[src/rtl/hsid_pkg.sv]
// Shared HSID datapath constants and types.
// The min-distance selector state encoding is defined here so other blocks can decode it.
package hsid_pkg;

  localparam int HSID_DATA_WIDTH_ACC = 32;
  localparam int HSID_IDX_WIDTH      = 8;

  typedef enum logic [1:0] {
    HSID_SEL_IDLE,
    HSID_SEL_RUN,
    HSID_SEL_DONE
  } hsid_sel_state_t;

endpackage

[src/rtl/hsid_min_dist_sel.sv]
// Tracks the minimum {overflow, distance} key over one pixel's library sweep.
// The result is presented on a valid/ready port; the input stream is never stalled.
module hsid_min_dist_sel
  import hsid_pkg::*;
#(
  parameter int DATA_WIDTH_ACC = HSID_DATA_WIDTH_ACC,
  parameter int IDX_WIDTH      = HSID_IDX_WIDTH
) (
  input  logic                      clk,
  input  logic                      rst_n,
  input  logic                      clear,
  input  logic                      start,
  input  logic [IDX_WIDTH-1:0]      num_vectors,
  input  logic                      acc_valid,
  input  logic [DATA_WIDTH_ACC-1:0] acc_value,
  input  logic                      acc_last,
  input  logic                      acc_of,
  output logic                      busy,
  output logic                      res_valid,
  input  logic                      res_ready,
  output logic [DATA_WIDTH_ACC-1:0] res_min_dist,
  output logic [IDX_WIDTH-1:0]      res_min_idx,
  output logic                      res_of,
  output logic                      drop_err,
  output logic [1:0]                dbg_state
);

  // Result handshake: res_valid is held with all res_* stable until a cycle with
  // res_valid && res_ready; the result is consumed in that cycle.

  hsid_sel_state_t           state_q, state_d;
  logic [IDX_WIDTH-1:0]      num_q, num_d;
  logic [IDX_WIDTH-1:0]      cnt_q, cnt_d;
  logic                      first_q, first_d;
  logic [DATA_WIDTH_ACC-1:0] dist_q, dist_d;
  logic [IDX_WIDTH-1:0]      idx_q, idx_d;
  logic                      of_q, of_d;
  logic                      drop_q, drop_d;

  logic                      cand;
  logic [DATA_WIDTH_ACC:0]   key_new;
  logic [DATA_WIDTH_ACC:0]   key_cur;
  logic                      better;

  assign cand    = acc_valid && acc_last;
  // Overflow is the MSB of the key so any overflowed distance loses to a clean one.
  assign key_new = {acc_of, acc_value};
  assign key_cur = {of_q, dist_q};
  assign better  = first_q || (key_new < key_cur);

  always_comb begin
    state_d = state_q;
    num_d   = num_q;
    cnt_d   = cnt_q;
    first_d = first_q;
    dist_d  = dist_q;
    idx_d   = idx_q;
    of_d    = of_q;
    drop_d  = drop_q;

    case (state_q)
      HSID_SEL_IDLE: begin
        if (start && (num_vectors != '0)) begin
          num_d   = num_vectors;
          cnt_d   = '0;
          first_d = 1'b1;
          drop_d  = 1'b0;
          state_d = HSID_SEL_RUN;
        end
        // A candidate coinciding with the accepted start is still a drop.
        if (cand) drop_d = 1'b1;
      end
      HSID_SEL_RUN: begin
        if (cand) begin
          if (better) begin
            dist_d = acc_value;
            of_d   = acc_of;
            idx_d  = cnt_q;
          end
          first_d = 1'b0;
          cnt_d   = cnt_q + IDX_WIDTH'(1);
          if (cnt_q == num_q - IDX_WIDTH'(1)) state_d = HSID_SEL_DONE;
        end
      end
      HSID_SEL_DONE: begin
        if (cand) drop_d = 1'b1;
        if (res_ready) state_d = HSID_SEL_IDLE;
      end
      default: state_d = HSID_SEL_IDLE;
    endcase

    if (clear) begin
      state_d = HSID_SEL_IDLE;
      num_d   = '0;
      cnt_d   = '0;
      first_d = 1'b0;
      dist_d  = '0;
      idx_d   = '0;
      of_d    = 1'b0;
      drop_d  = 1'b0;
    end
  end

  always_ff @(posedge clk or negedge rst_n) begin
    if (!rst_n) begin
      state_q <= HSID_SEL_IDLE;
      num_q   <= '0;
      cnt_q   <= '0;
      first_q <= 1'b0;
      dist_q  <= '0;
      idx_q   <= '0;
      of_q    <= 1'b0;
      drop_q  <= 1'b0;
    end else begin
      state_q <= state_d;
      num_q   <= num_d;
      cnt_q   <= cnt_d;
      first_q <= first_d;
      dist_q  <= dist_d;
      idx_q   <= idx_d;
      of_q    <= of_d;
      drop_q  <= drop_d;
    end
  end

  assign busy         = (state_q == HSID_SEL_RUN);
  assign res_valid    = (state_q == HSID_SEL_DONE);
  assign res_min_dist = dist_q;
  assign res_min_idx  = idx_q;
  assign res_of       = of_q;
  assign drop_err     = drop_q;
  assign dbg_state    = state_q;

endmodule
[config.mk]
export PLATFORM = sky130hd
export DESIGN_NAME = hsid_min_dist_sel
export DESIGN_NICKNAME = d
export VERILOG_FILES = /design/src/rtl/hsid_pkg.sv /design/src/rtl/hsid_min_dist_sel.sv
export SDC_FILE = /design/constraint.sdc
export NUM_CORES = 1
export LEC_CHECK = 0
export BUFFER_PORTS_ARGS = -buffer_cell sky130_fd_sc_hd__buf_2
export CORE_MARGIN = 3
export CORE_UTILIZATION = 55
export CTS_CLUSTER_DIAMETER = 40
export DETAILED_ROUTE_END_ITERATION = 12
export PLACE_DENSITY = 0.81
export REMOVE_ABC_BUFFERS = 1
export SYNTH_ARGS = -nofsm -noshare
export SYNTH_HDL_FRONTEND = slang
export SYNTH_SLANG_ARGS = --single-unit
[constraint.sdc]
create_clock -name clk -period 2.7 [get_ports clk]
set_input_delay 0.54 -clock clk [delete_from_list [all_inputs] [get_ports clk]]
set_output_delay 0.54 -clock clk [all_outputs]
set_load 0.01 [all_outputs]
==> results of run 1 <==
-- power by group --
part,internal (W),leakage [nW],switching [W]
sequential,0.000934,0.843,0.0000234
clock,0.000568,0.116,0.000376
combinational,0.000152,1.29,0.000194
total,0.00165,2.25,0.000593
-- worst max-delay path: stages, from the launching register on --
cell and delay, ns:
dfrtp_1 0.38, inv_1 0.05, ha_1 0.30, a21oi_1 0.16, o21ai_1 0.11, a221oi_1 0.29
a21oi_1 0.18, a2111oi_4 0.40, buf_4 0.35, mux2i_1 0.27
-- sequential cells by signal, indices dropped and copies added (netlist names) --
| name | cells |
|---|---|
| res_min_dist | 32 |
| first_q | 1 |
| res_of | 1 |
| num_q | 8 |
| dbg_state | 2 |
| drop_err | 1 |
| cnt_q | 8 |
| res_min_idx | 8 |
-- logic make-up (layout without fill, tap and decap cells) --
kind of cell | count (synthesis) | count (layout)
muxes | 41 | 41
and+or+nand+nor | 166 | 166
adders and majority gates | 34 | 34
buffers and inverters | 57 | 160
DFF | 61 | 61
AOI/OAI and AO/OA | 63 | 63
xor gates and xnor gates | 15 | 15
-- routing by layer --
layer	global-route usage, %	vias to the layer above
met5	0	-
met4	10.3	0
met3	4.18	15
met2	39.9	97
met1	30.3	1653
li1	-	1682
-- cell usage after synthesis, drive strengths merged (6+ instances only) --
master  number  area share, %
xor2        10            2.2
nor2        12            1.2
a21oi       32            4.0
nand2       25            2.3
inv         39            3.6
mux2i       41             10
nand2b      89             14
dfrtp       61             38
ha          34             10
nand3       13            1.6
nand4        9            1.4
clkbuf      14            1.3
o21ai       16            2.0
nor4         6           0.92
-- through the flow --
| stage | TNS [ns] | util, % | hold WS, ns | cells |
|---|---|---|---|---|
| after global placement | -4.74 | 66.9 | 0.468 | 620 |
| final | 0 | 70.2 | 0.225 | 636 |
| after floorplan | -52.47 | - | 0.244 | 419 |
| after detailed placement | -4.97 | 66.9 | 0.486 | 620 |
| after global routing | 0 | 70.2 | 0.271 | 636 |
| after CTS | 0 | 70.1 | 0.241 | 636 |
-- final timing paths --
| check | slack, ns | cells after the start | endpoint |
|---|---|---|---|
| hold / removal | 0.22 | 1 | res_min_dist[2] |
| max in group asynchronous | 1.73 | 2 | res_min_dist[19] |
| setup / recovery | 0.13 | 9 | res_min_dist[9] |
| setup reg to reg | 0.13 | 9 | res_min_dist[9] |
| hold reg to reg | 0.50 | 2 | first_q |
| min in group clk | 0.44 | 3 | num_q[2] |
-- layout make-up --
cell class | instances | area [µm²]
clock buffer | 12 | 155
clock inverter | 4 | 70.1
fill | 578 | 2080
inverter | 39 | 146
multi-input combinational | 319 | 2300
sequential | 61 | 1530
tap | 96 | 120
timing repair buffer | 105 | 581
-- cell usage in the layout (no fill, tap or decap), types with 3 or more instances in the layout --
master / instances
a21oi_1: 31
nand2_1: 25
o21ai_0: 14
xor2_1: 10
buf_4: 10
nand2b_1: 89
xnor2_1: 5
buf_2: 93
ha_1: 34
inv_1: 39
nand3_1: 13
dfrtp_1: 61
nor2_1: 11
clkbuf_8: 11
mux2i_1: 41
o2111ai_1: 3
nor4_1: 5
nand4_1: 9
==> flow_summary.json, run 1 <==
{
  "wl_per_cell_um": 15.0,
  "die-area_um2": 8460,
  "grt_max_degree": 42,
  "highest_layer": "met4",
  "antenna_found_initial": 0,
  "hold_viol": 0,
  "synth.yosys.warnings": 0,
  "critical_path.startpoint_type": "flop",
  "vias": 3447,
  "hp-class": "input port to asynchronous set/reset pin",
  "max_slew_margin_pct": 50.0,
  "clkLatencyLatePin_ns": 0.35,
  "drt-pass1-iter-count": 4,
  "worst_ep_required_time_ns": 2.96,
  "maxSlewViolCount": 0,
  "ys.flop_type": "dfrtp_1",
  "cp-startpoint": "res_min_dist[4]",
  "met2_length_um": 4600,
  "clockRootBuffer": "clkbuf_8",
  "synthSimpleGateAreaFrac_pct": 23.0,
  "synthCells": 437,
  "cts_buffers": 9,
  "min_period_over_period_pct": 95.2,
  "synth-edff-count": 0,
  "ant_nets": 0,
  "power_leakage_nw": 2.25,
  "grt_overflow_total": 0,
  "start_util_pct": 58.2,
  "finalSetupViolCount": 0,
  "gp_congestion": 0.858,
  "portBuffers": 93,
  "drt_iter0_drc": 107,
  "yosys.area_share.adder_pct": 10.5,
  "cts-resized-gates": 0,
  "power_w": 0.00225,
  "synth_top_family_by_area": "simple AND/OR/NAND/NOR gates",
  "synth_compound_area_share_pct": 9.72,
  "num_io_pins": 94,
  "ys_seq_area_share_pct": 37.5,
  "clkSinkCount": 61,
  "drive_gt1_share_pct": 23.5,
  "worst_ep_arrival_time_ns": 2.83,
  "dieHeight_um": 92.0,
  "pre_cts_slack_ns": -0.176,
  "synth-xor-area-share_pct": 3.23,
  "clk_pin_slew_worst_paths_ns": 0.07,
  "nets": 617,
  "outcome": "complete, no violations",
  "p_per_area_nw_per_um2": 458,
  "finClkSkew_ns": 0.00851,
  "cp_max_fo": 15,
  "die_w_um": 92.0,
  "critPathCaptureType": "flop",
  "drv_cap": 0,
  "netlist_area_um2": 4070,
  "grtUsageTotal_pct": 23.8,
  "routed_wl_um": 9560,
  "critical_path_class": "flop to flop",
  "via_per_inst": 5.42,
  "avgSynthCellArea_um2": 9.31,
  "r2r-start": "res_min_dist[4]",
  "cts_hold_buffers": 0,
  "async_reset_ff_share_pct": 100,
  "setup_slack_ns": 0.129,
  "period_needed_ns": 2.57,
  "worst_pin_slew_ns": 0.743,
  "cts_setup_buffers": 0,
  "clock.fmax_mhz": 389,
  "wl_met1_um": 4310,
  "postPlaceCellArea_um2": 4670,
  "clockBufferDepth": 2,
  "rsz0062_at_grt": "no",
  "area_growth_pct": 20.5,
  "ir_drop_mv": 0.255,
  "dp_hpwl_um": 7110,
  "grt_pass1_wl_um": 16100,
  "synth-seq-cells": 61,
  "antenna_cells": 0,
  "tritoncts": "built",
  "grt_pass1_vias": 3412,
  "synth.area.mux_share_pct": 10.1,
  "htreeDepth": 3,
  "coreArea_um2": 6980,
  "final_area_um2": 4900,
  "rows": 30,
  "ys_types": 39,
  "drc": 0,
  "wl_met3_um": 481
}
Power figures use the tool's default switching activity.
==> run 2: changes to the inputs <==
BUFFER_PORTS_ARGS = -buffer_cell sky130_fd_sc_hd__buf_4   (was -buffer_cell sky130_fd_sc_hd__buf_2)
CORE_UTILIZATION = 30   (was 55)
PLACE_DENSITY = not set   (was 0.81)
clock period = 2.15 ns   (was 2.7 ns; I/O delays follow)
==> run 2 against run 1 <==
- the run now ends with negative setup slack left
- sequential share of layout area fell by 5.1 points
- routed wire length up 14%
- worst setup slack worse by 0.35 ns
- first-iteration DRC count up 25%
- power increased by 35%
- non-clock buffer count grew 47
- design area increased by 20%
==> flow_summary.json, run 2 (same netlist as run 1, synthesis figures left out) <==
{
  "clkLatencyLatePin_ns": 0.33,
  "power_leakage_nw": 2.59,
  "clock.fmax_mhz": 421,
  "die-area_um2": 15000,
  "num-fill-cells": 1271,
  "final_common_cell": "buf_4",
  "cp_max_fo": 5,
  "nets": 664,
  "ir_drop_mv": 0.340,
  "slowest_delay_ns": 0.51,
  "critical_path_class": "flop to flop",
  "clk_pin_slew_worst_paths_ns": 0.06,
  "multi_input_area_um2": 2480,
  "max_slew_margin_pct": 45.5,
  "hp-class": "input port to asynchronous set/reset pin",
  "coreArea_um2": 12900,
  "antenna_cells": 0,
  "drt-pass1-iter-count": 4,
  "num_io_pins": 94,
  "htreeDepth": 3,
  "grt_max_degree": 62,
  "die_w_um": 122,
  "area_growth_pct": 44.2,
  "worst_ep_required_time_ns": 2.36,
  "drt_iter0_drc": 134,
  "drive_gt1_share_pct": 33.2,
  "rows": 41,
  "crit_family": "simple AND/OR/NAND/NOR gates",
  "critPathSlowestCell": "nor4_4",
  "cp_num_buf_inv": 3,
  "tritoncts": "built",
  "worst_ep_arrival_time_ns": 2.59,
  "r2r_slack_ns": -0.23,
  "register_area_um2": 1530,
  "grt_pass1_vias": 3636,
  "maxSlewViolCount": 0,
  "critPathCaptureType": "flop",
  "drc": 0,
  "clockBufferDepth": 2,
  "gp_congestion": 0.845,
  "holdWs_ns": 0.167,
  "p_per_area_nw_per_um2": 516,
  "cts_buffers": 9,
  "clockRootBuffer": "clkbuf_16",
  "final_cells": 759,
  "drv_cap": 0,
  "cts_hold_buffers": 0,
  "power_w": 0.00303,
  "vias": 3551,
  "grt_overflow_total": 0,
  "path_cells": "inv_1, ha_4, nand4_1, nor4_4, a31oi_4, o211ai_2, a2111oi_4, buf_6, buf_12, mux2i_2",
  "dieHeight_um": 122,
  "hold_viol": 0,
  "ant_nets": 0,
  "outcome": "finished, violations left",
  "tns_ns": -7.93,
  "largest_register_ffs": 32,
  "grt_pass1_wl_um": 17900,
  "worst_pin_slew_ns": 0.817,
  "antenna_found_initial": 0,
  "rsz0062_at_grt": "yes",
  "placed_cells": 733,
  "finalSetupViolCount": 41,
  "grtUsageTotal_pct": 15.3,
  "critical_path.startpoint_type": "flop",
  "final_cell_mix": "144 x buf_4, 89 x nand2b_1, 61 x dfrtp_1",
  "pre_cts_slack_ns": -0.630,
  "dp_hpwl_um": 7510,
  "portBuffers": 93,
  "via_per_inst": 4.68,
  "start_util_pct": 31.5,
  "violations": "negative setup slack",
  "setup_slack_ns": -0.226,
  "wl_per_cell_um": 14.4,
  "period_needed_ns": 2.38,
  "routed_wl_um": 10900,
  "clkSinkCount": 61,
  "finClkSkew_ns": 0.00975,
  "min_period_over_period_pct": 110
}
run 2: worst reg2reg max path, stage by stage (launching register included):
cell	delay (ns)
dfrtp_1	0.35
inv_1	0.07
ha_4	0.28
nand4_1	0.21
nor4_4	0.51
a31oi_4	0.14
o211ai_2	0.13
a2111oi_4	0.12
buf_6	0.16
buf_12	0.14
mux2i_2	0.15
run 2: metrics by stage:
stage / instance area (µm²) / util [%]
6_report: 5860 / 45.4
5_1_grt: 5860 / 45.4
4_1_cts: 5770 / 44.6
3_5_place_dp: 5260 / 40.7
3_3_place_gp: 5260 / 40.7
2_1_floorplan: 3970 / -
run 2: cell type report:
| class | instances | area share (%) |
|---|---|---|
| clock inverters | 2 | 0.171 |
| well taps | 172 | 3.67 |
| inverters | 39 | 2.50 |
| repair buffers | 152 | 21.1 |
| flip-flops and latches | 61 | 26.0 |
| multi-input cells | 319 | 42.4 |
| clock buffers | 14 | 4.16 |
run 2: power by group:
group,switching (W),internal (W)
Sequential,0.0000248,0.00118
Combinational,0.000277,0.000274
Clock,0.000497,0.000777
run 2: what timing repair did:
| action | CTS | global route |
|---|---|---|
| gates cloned | 4 | 0 |
| buffers inserted | 5 | 5 |
| resized for setup | 20 | 21 |
| pin swaps | 11 | 11 |
| endpoints found under the setup margin | 41 | 42 |
run 2: worst paths after layout:
kind / end / depth (start not counted) / start
min: num_q[5] / 1 / rst_n
max in group asynchronous: res_min_dist[19] / 1 / rst_n
min reg2reg: first_q / 2 / first_q
max reg2reg: res_min_dist[14] / 10 / res_min_dist[16]
max: res_min_dist[14] / 10 / res_min_dist[16]
min in group clk: num_q[6] / 3 / num_vectors[6]
run 2: metal layers:
layer	global-route usage (%)	wire length (µm)
met2	24.7	5210
met5	0	0
met1	20.2	5160
met4	3.92	110
met3	4.24	439
